==> src/rtl/jtag_dr_chain_if.sv <==
// Signal bundle between the JTAG TAP / core logic and the data-register chain.
// The TAP side (IR, SO, SHIFT_EN, LOAD_CHAIN, STORE_CHAIN, SI) and the core side
// (CAPTURE_DATA, UPDATE_DATA, UPDATE_VALID, LEN_ERR) travel together so the
// chain can be dropped in with a single port.
interface jtag_dr_chain_if #(
   parameter int IR_WIDTH   = 6,
   parameter int USER_WIDTH = 16
);
   logic [IR_WIDTH-1:0]   IR;
   logic                  SO;
   logic                  SHIFT_EN;
   logic                  LOAD_CHAIN;
   logic                  STORE_CHAIN;
   logic                  SI;
   logic [USER_WIDTH-1:0] CAPTURE_DATA;
   logic [USER_WIDTH-1:0] UPDATE_DATA;
   logic                  UPDATE_VALID;
   logic                  LEN_ERR;

   // TAP controller plus core logic: drives the scan controls, reads results
   modport master (
      output IR, SO, SHIFT_EN, LOAD_CHAIN, STORE_CHAIN, CAPTURE_DATA,
      input  SI, UPDATE_DATA, UPDATE_VALID, LEN_ERR
   );

   // Data-register chain
   modport slave (
      input  IR, SO, SHIFT_EN, LOAD_CHAIN, STORE_CHAIN, CAPTURE_DATA,
      output SI, UPDATE_DATA, UPDATE_VALID, LEN_ERR
   );
endinterface

==> src/rtl/jtag_dr_chain.sv <==
// JTAG data-register chain sitting directly behind the TAP controller.
// Holds BYPASS (1 bit), optional IDCODE (32 bits) and a USER register with a
// parallel capture/update path to core logic and a sticky shift-length error.
// Optional feature: define JTAG_IDCODE_EN to build the IDCODE register; when it
// is undefined the IDCODE opcode simply selects the bypass flop.
module jtag_dr_chain #(
   parameter int                  IR_WIDTH   = 6,
   parameter int                  USER_WIDTH = 16,
   parameter int                  CNT_WIDTH  = 8,
   parameter logic [IR_WIDTH-1:0] IDCODE_OP  = 6'h01,
   parameter logic [IR_WIDTH-1:0] USER_OP    = 6'h02,
   parameter logic [31:0]         IDCODE_VAL = 32'h0000_0001
) (
   input  logic           TCK,
   input  logic           TRST_N,
   jtag_dr_chain_if.slave dr
);

   typedef enum logic [1:0] {
      SEL_BYPASS = 2'd0,
      SEL_IDCODE = 2'd1,
      SEL_USER   = 2'd2
   } dr_sel_t;

   dr_sel_t               sel;
   dr_sel_t               ir_sel;
   logic                  bypass_sr;
   logic [USER_WIDTH-1:0] user_sr;
   logic [CNT_WIDTH-1:0]  bit_cnt;
   logic [USER_WIDTH-1:0] update_data;
   logic                  update_valid;
   logic                  len_err;
   logic                  si;
   logic                  do_capture;
   logic                  do_shift;
   logic                  do_update;

   // Capture wins over shift and update whenever they overlap
   assign do_capture = dr.LOAD_CHAIN;
   assign do_shift   = dr.SHIFT_EN & ~dr.LOAD_CHAIN;
   assign do_update  = dr.STORE_CHAIN & ~dr.LOAD_CHAIN;

   // Decode the instruction into a register select; unknown opcodes fall back to BYPASS
   always_comb begin
      ir_sel = SEL_BYPASS;
`ifdef JTAG_IDCODE_EN
      if (dr.IR == IDCODE_OP) ir_sel = SEL_IDCODE;
`endif
      if (dr.IR == USER_OP) ir_sel = SEL_USER;
   end

   // Select is frozen at capture so IR changes during the scan are ignored
   always_ff @(posedge TCK or negedge TRST_N) begin
      if (!TRST_N) sel <= SEL_BYPASS;
      else if (do_capture) sel <= ir_sel;
   end

   // Bypass flop: cleared on capture, one-bit delay line while shifting
   always_ff @(posedge TCK or negedge TRST_N) begin
      if (!TRST_N) bypass_sr <= 1'b0;
      else if (do_capture && ir_sel == SEL_BYPASS) bypass_sr <= 1'b0;
      else if (do_shift && sel == SEL_BYPASS) bypass_sr <= dr.SO;
   end

   // USER shift register: parallel load from core, LSB-first shift with SO entering the MSB
   always_ff @(posedge TCK or negedge TRST_N) begin
      if (!TRST_N) user_sr <= '0;
      else if (do_capture && ir_sel == SEL_USER) user_sr <= dr.CAPTURE_DATA;
      else if (do_shift && sel == SEL_USER) user_sr <= {dr.SO, user_sr[USER_WIDTH-1:1]};
   end

`ifdef JTAG_IDCODE_EN
   logic [31:0] idcode_sr;

   // IDCODE shift register: reloads the fixed identifier on every capture
   always_ff @(posedge TCK or negedge TRST_N) begin
      if (!TRST_N) idcode_sr <= IDCODE_VAL;
      else if (do_capture && ir_sel == SEL_IDCODE) idcode_sr <= IDCODE_VAL;
      else if (do_shift && sel == SEL_IDCODE) idcode_sr <= {dr.SO, idcode_sr[31:1]};
   end
`else
   logic unused_idcode;
   assign unused_idcode = ^{IDCODE_VAL, IDCODE_OP};
`endif

   // Shift counter: restarts on capture and saturates so long scans still read as wrong length
   always_ff @(posedge TCK or negedge TRST_N) begin
      if (!TRST_N) bit_cnt <= '0;
      else if (do_capture) bit_cnt <= '0;
      else if (do_shift && bit_cnt != {CNT_WIDTH{1'b1}}) bit_cnt <= bit_cnt + 1'b1;
   end

   // USER update: present the shifted word to core for one cycle and latch length errors
   always_ff @(posedge TCK or negedge TRST_N) begin
      if (!TRST_N) begin
         update_data  <= '0;
         update_valid <= 1'b0;
         len_err      <= 1'b0;
      end else begin
         update_valid <= 1'b0;
         if (do_update && sel == SEL_USER) begin
            update_data  <= user_sr;
            update_valid <= 1'b1;
            if (bit_cnt != CNT_WIDTH'(USER_WIDTH)) len_err <= 1'b1;
         end
      end
   end

   // Serial out is the LSB of whichever register is selected, valid for the whole shift cycle
   always_comb begin
      si = bypass_sr;
      case (sel)
         SEL_USER:   si = user_sr[0];
`ifdef JTAG_IDCODE_EN
         SEL_IDCODE: si = idcode_sr[0];
`endif
         default:    si = bypass_sr;
      endcase
   end

   assign dr.SI           = si;
   assign dr.UPDATE_DATA  = update_data;
   assign dr.UPDATE_VALID = update_valid;
   assign dr.LEN_ERR      = len_err;

endmodule

==> src/flat_wrapper.sv <==
// flat-port wrapper written by rule: the top's interface ports become plain ports
module jtag_dr_chain_flat 
#(
   parameter int                  IR_WIDTH   = 6,
   parameter int                  USER_WIDTH = 16,
   parameter int                  CNT_WIDTH  = 8,
   parameter logic [IR_WIDTH-1:0] IDCODE_OP  = 6'h01,
   parameter logic [IR_WIDTH-1:0] USER_OP    = 6'h02,
   parameter logic [31:0]         IDCODE_VAL = 32'h0000_0001
)
  (TCK, TRST_N, dr_IR, dr_SO, dr_SHIFT_EN, dr_LOAD_CHAIN, dr_STORE_CHAIN, dr_CAPTURE_DATA, dr_SI, dr_UPDATE_DATA, dr_UPDATE_VALID, dr_LEN_ERR);
  jtag_dr_chain_if #(.IR_WIDTH(IR_WIDTH), .USER_WIDTH(USER_WIDTH)) dr_i ();
  input  logic TCK;
  input  logic TRST_N;
  input wire logic [$bits(dr_i.IR)-1:0] dr_IR;
  input wire logic [$bits(dr_i.SO)-1:0] dr_SO;
  input wire logic [$bits(dr_i.SHIFT_EN)-1:0] dr_SHIFT_EN;
  input wire logic [$bits(dr_i.LOAD_CHAIN)-1:0] dr_LOAD_CHAIN;
  input wire logic [$bits(dr_i.STORE_CHAIN)-1:0] dr_STORE_CHAIN;
  input wire logic [$bits(dr_i.CAPTURE_DATA)-1:0] dr_CAPTURE_DATA;
  output wire logic [$bits(dr_i.SI)-1:0] dr_SI;
  output wire logic [$bits(dr_i.UPDATE_DATA)-1:0] dr_UPDATE_DATA;
  output wire logic [$bits(dr_i.UPDATE_VALID)-1:0] dr_UPDATE_VALID;
  output wire logic [$bits(dr_i.LEN_ERR)-1:0] dr_LEN_ERR;
  assign dr_i.IR = dr_IR;
  assign dr_i.SO = dr_SO;
  assign dr_i.SHIFT_EN = dr_SHIFT_EN;
  assign dr_i.LOAD_CHAIN = dr_LOAD_CHAIN;
  assign dr_i.STORE_CHAIN = dr_STORE_CHAIN;
  assign dr_i.CAPTURE_DATA = dr_CAPTURE_DATA;
  assign dr_SI = dr_i.SI;
  assign dr_UPDATE_DATA = dr_i.UPDATE_DATA;
  assign dr_UPDATE_VALID = dr_i.UPDATE_VALID;
  assign dr_LEN_ERR = dr_i.LEN_ERR;
  jtag_dr_chain #(.IR_WIDTH(IR_WIDTH), .USER_WIDTH(USER_WIDTH), .CNT_WIDTH(CNT_WIDTH), .IDCODE_OP(IDCODE_OP), .USER_OP(USER_OP), .IDCODE_VAL(IDCODE_VAL)) u_core (.TCK(TCK), .TRST_N(TRST_N), .dr(dr_i));
endmodule
==> config.mk <==
export PLATFORM = sky130hd
export DESIGN_NAME = jtag_dr_chain_flat
export DESIGN_NICKNAME = d
export VERILOG_FILES = /design/src/rtl/jtag_dr_chain_if.sv /design/src/rtl/jtag_dr_chain.sv /design/src/flat_wrapper.sv
export SDC_FILE = /design/constraint.sdc
export NUM_CORES = 1
export LEC_CHECK = 0
export ABC_AREA = 1
export BUFFER_PORTS_ARGS = -buffer_cell sky130_fd_sc_hd__buf_4
export CAP_MARGIN = 40
export CORE_ASPECT_RATIO = 0.5
export CORE_MARGIN = 5
export CORE_UTILIZATION = 35
export CTS_CLUSTER_DIAMETER = 100
export DETAILED_ROUTE_END_ITERATION = 10
export PLACE_DENSITY = 0.54
export SYNTH_ARGS = -nofsm -noshare
export SYNTH_HDL_FRONTEND = slang
export SYNTH_SLANG_ARGS = --single-unit
export TNS_END_PERCENT = 30
==> constraint.sdc <==
create_clock -name TCK -period 2.13 [get_ports TCK]
set_clock_uncertainty 0.15 [all_clocks]
set_input_delay 0.213 -clock TCK [delete_from_list [all_inputs] [get_ports TCK]]
set_output_delay 0.213 -clock TCK [all_outputs]
set_load 0.01 [all_outputs]
==> impl_results.md <==
* Global-route wire length before repair at approximately 9700 um
* Most common cell after layout, fill and taps aside: nand2_1
* Syn_area_per_cell at between 7 and 8 um2
* Required time of the critical path at roughly 2.2 ns
* Number of max-cap violations at 0
* Synth warn at 0
* Slew Viols, Final at 0
* Critical-path maximum fanout at 8
* Crit path capture type: flop
* H-tree depth at 2
* CP Class: flop to flop
* Initial DRC Count at a little over 80
* Synth Instances at around 300
* Clk_lat worst skew at about 0.29 ns
* Drc violations at 0
* Final Cycle Share at 0.739
* CTS root buffer: clkbuf_16
* Gr ovfl total at 0
* Io pins at 47
* Final setup vio count at 0
* Pwr dens at between 700 and 800 mW/mm2
* Layout area overhead at 28.7%
* Vias post-DR at between 1,500 and 2,000
* Drt total wl at about 5600 um
* Final Hold Viols at 0
* Fmax at approximately 640 MHz
* Port bufs at 46
* Post-synthesis sequential area ratio at 0.498
* Worst reg-to-reg setup slack at 0.56 ns
* Clk slew on worst S/H paths at roughly 0.070 ns
* Setup TNS at 0 ns
* WL/cell at 12.7 um
* Maximum VDD drop at 314 uV
* CP Launch Type: flop
* Initial core utilization at 0.362
* RSZ-0062 raised after global routing: no
* Post-synthesis register bit count at 44
* Placed insts at between 400 and 500
* GRT Util Overall at 0.156
* Core area at about 0.0061 mm2
* CTS sink cnt at 44
* Status: completed
* Antenna-violating nets left at 0
* Fin nets at 385
* Number of core rows at 20
* Distinct cell type count after synthesis at 18
* Largest net degree at the start of global routing at 45
* Total CTS buffers at 5
* Drt first pass iters at 4
* Vias in the first global route at between 2,000 and 2,500
* Slew HR at 0.615
* Post-Synthesis Cell Area at 0.00221 mm2
* FILL cells at ~640
* Vias per cell at 4.45
* Clock buffer depth at 2
* Share of layout cells above drive strength 1 at 0.180
* Initial antenna violation count at 0
* Worst Max-Slew Pin Slew at 0.578 ns
* Final Non-Filler Cells at around 440
* HPWL after DPL at around 3900 um
* Die Area at 0.00811 mm2
* Static leakage at between 0.0015 and 0.002 uW
* Most frequent cells in the layout: nand2_1, nor2_1, buf_4, dfrtp_1, inv_1
* Post-CTS Setup Inserts at 0
* Die height at roughly 66 um
* CTS tree: built
* Minimum clock period at around 1.6 ns
* Hold WC Path Type: input pin to flop
* Net count after synthesis at about 330
* ANT cells at 0
* Crit path DAT at approximately 1.7 ns
* Placer Congestion at approximately 0.83
* Chip width at 122 um
cells by family (layout without fill, tap and decap cells):
family          count (synthesis)  count (layout)  share of synthesized area
simple gates                  214             214                      0.391
buf+inv                        32              87                     0.0798
fa+ha+maj                       2               2                     0.0113
flops                          44              44                      0.498
compound gates                  9               9                     0.0204
where the power goes:
part,total (uW),switching (uW),internal (uW),leakage (uW)
Combinational,312,166,146,0.000902
Clock,926,338,588,0.0000871
Sequential,1020,81.8,939,0.000581
synthesized netlist by cell type:
| cell type | count | area (um2) |
|---|---|---|
| inv_1 | 21 | 78.8 |
| nor2_4 | 2 | 22.5 |
| a21oi_1 | 1 | 5.00 |
| buf_8 | 1 | 15.0 |
| inv_2 | 2 | 7.51 |
| nand2_1 | 131 | 492 |
| nand3_1 | 20 | 100 |
| nor2_1 | 57 | 214 |
| buf_4 | 1 | 7.51 |
| inv_4 | 1 | 6.26 |
| ha_1 | 2 | 25.0 |
| buf_6 | 5 | 56.3 |
| dfrtp_1 | 44 | 1100 |
| nand2_2 | 2 | 12.5 |
| o21ai_0 | 8 | 40.0 |
| nand4_1 | 1 | 6.26 |
| nand3_4 | 1 | 17.5 |
| buf_2 | 1 | 5.00 |
area by class of cell:
class | instances | area (um2) | share of cell area
flip-flops and latches | 44 | 1100 | 0.387
inverters | 24 | 92.6 | 0.0325
multi-input cells | 225 | 935 | 0.328
repair buffers | 55 | 430 | 0.151
clock inverters | 2 | 38.8 | 0.0136
well taps | 88 | 110 | 0.0387
clock buffers | 6 | 139 | 0.0488
worst paths after layout:
path / depth (start not counted) / endpoint / from
worst max-delay path: 7 / u_core.bit_cnt[7] / u_core.bit_cnt[1]
worst min-delay path: 3 / u_core.user_sr[5] / dr_CAPTURE_DATA[5]
worst max register to register: 7 / u_core.bit_cnt[7] / u_core.bit_cnt[1]
worst min register to register: 2 / u_core.dr.UPDATE_DATA[13] / u_core.dr.UPDATE_DATA[13]
max in group asynchronous: 2 / u_core.user_sr[11] / TRST_N
min in group asynchronous: 2 / u_core.bit_cnt[2] / TRST_N
timing repair:
| action | CTS | global route |
|---|---|---|
| gates resized for setup | 0 | 0 |
| hold buffers | 7 | 0 |
| hold endpoints to repair | 50 | 0 |
metal layers:
layer | vias to the layer above | track usage | routed length (um)
li1 | 1020 | - | -
met1 | 913 | 0.192 | 2600
met2 | 33 | 0.263 | 2700
met3 | 8 | 0.0470 | 267
met4 | 0 | 0.0488 | 78
met5 | - | 0 | 0
through the flow:
step	hold slack (ns)	worst slack [ns]	util	cell area [um2]	power (uW)
3_3_place_gp	0.103	0.585	0.426	2600	1330
6_report	0.00139	0.556	0.466	2850	2260
5_1_grt	0.0108	0.332	0.466	2850	2400
3_5_place_dp	0.107	0.577	0.426	2600	1340
4_1_cts	0.0000775	0.547	0.466	2850	2290
2_1_floorplan	-0.233	0.673	-	2210	1200
critical path, cell delays in order (launching register included):
cell and delay [ns]:
dfrtp_1 0.41, ha_1 0.19, nand2_1 0.08, nor2_1 0.17
nand2_1 0.07, nand2_1 0.22, nand3_1 0.12, nand2_1 0.08
sequential cells by signal (all words and copies together) (netlist names):
| register | count |
|---|---|
| u_core.user_sr | 16 |
| u_core.dr.UPDATE_VALID | 1 |
| u_core.bit_cnt | 8 |
| u_core.dr.UPDATE_DATA | 16 |
| u_core.dr.LEN_ERR | 1 |
| u_core.bypass_sr | 1 |
| u_core.sel | 1 |
Note: power is estimated with default switching activity, not from simulation.
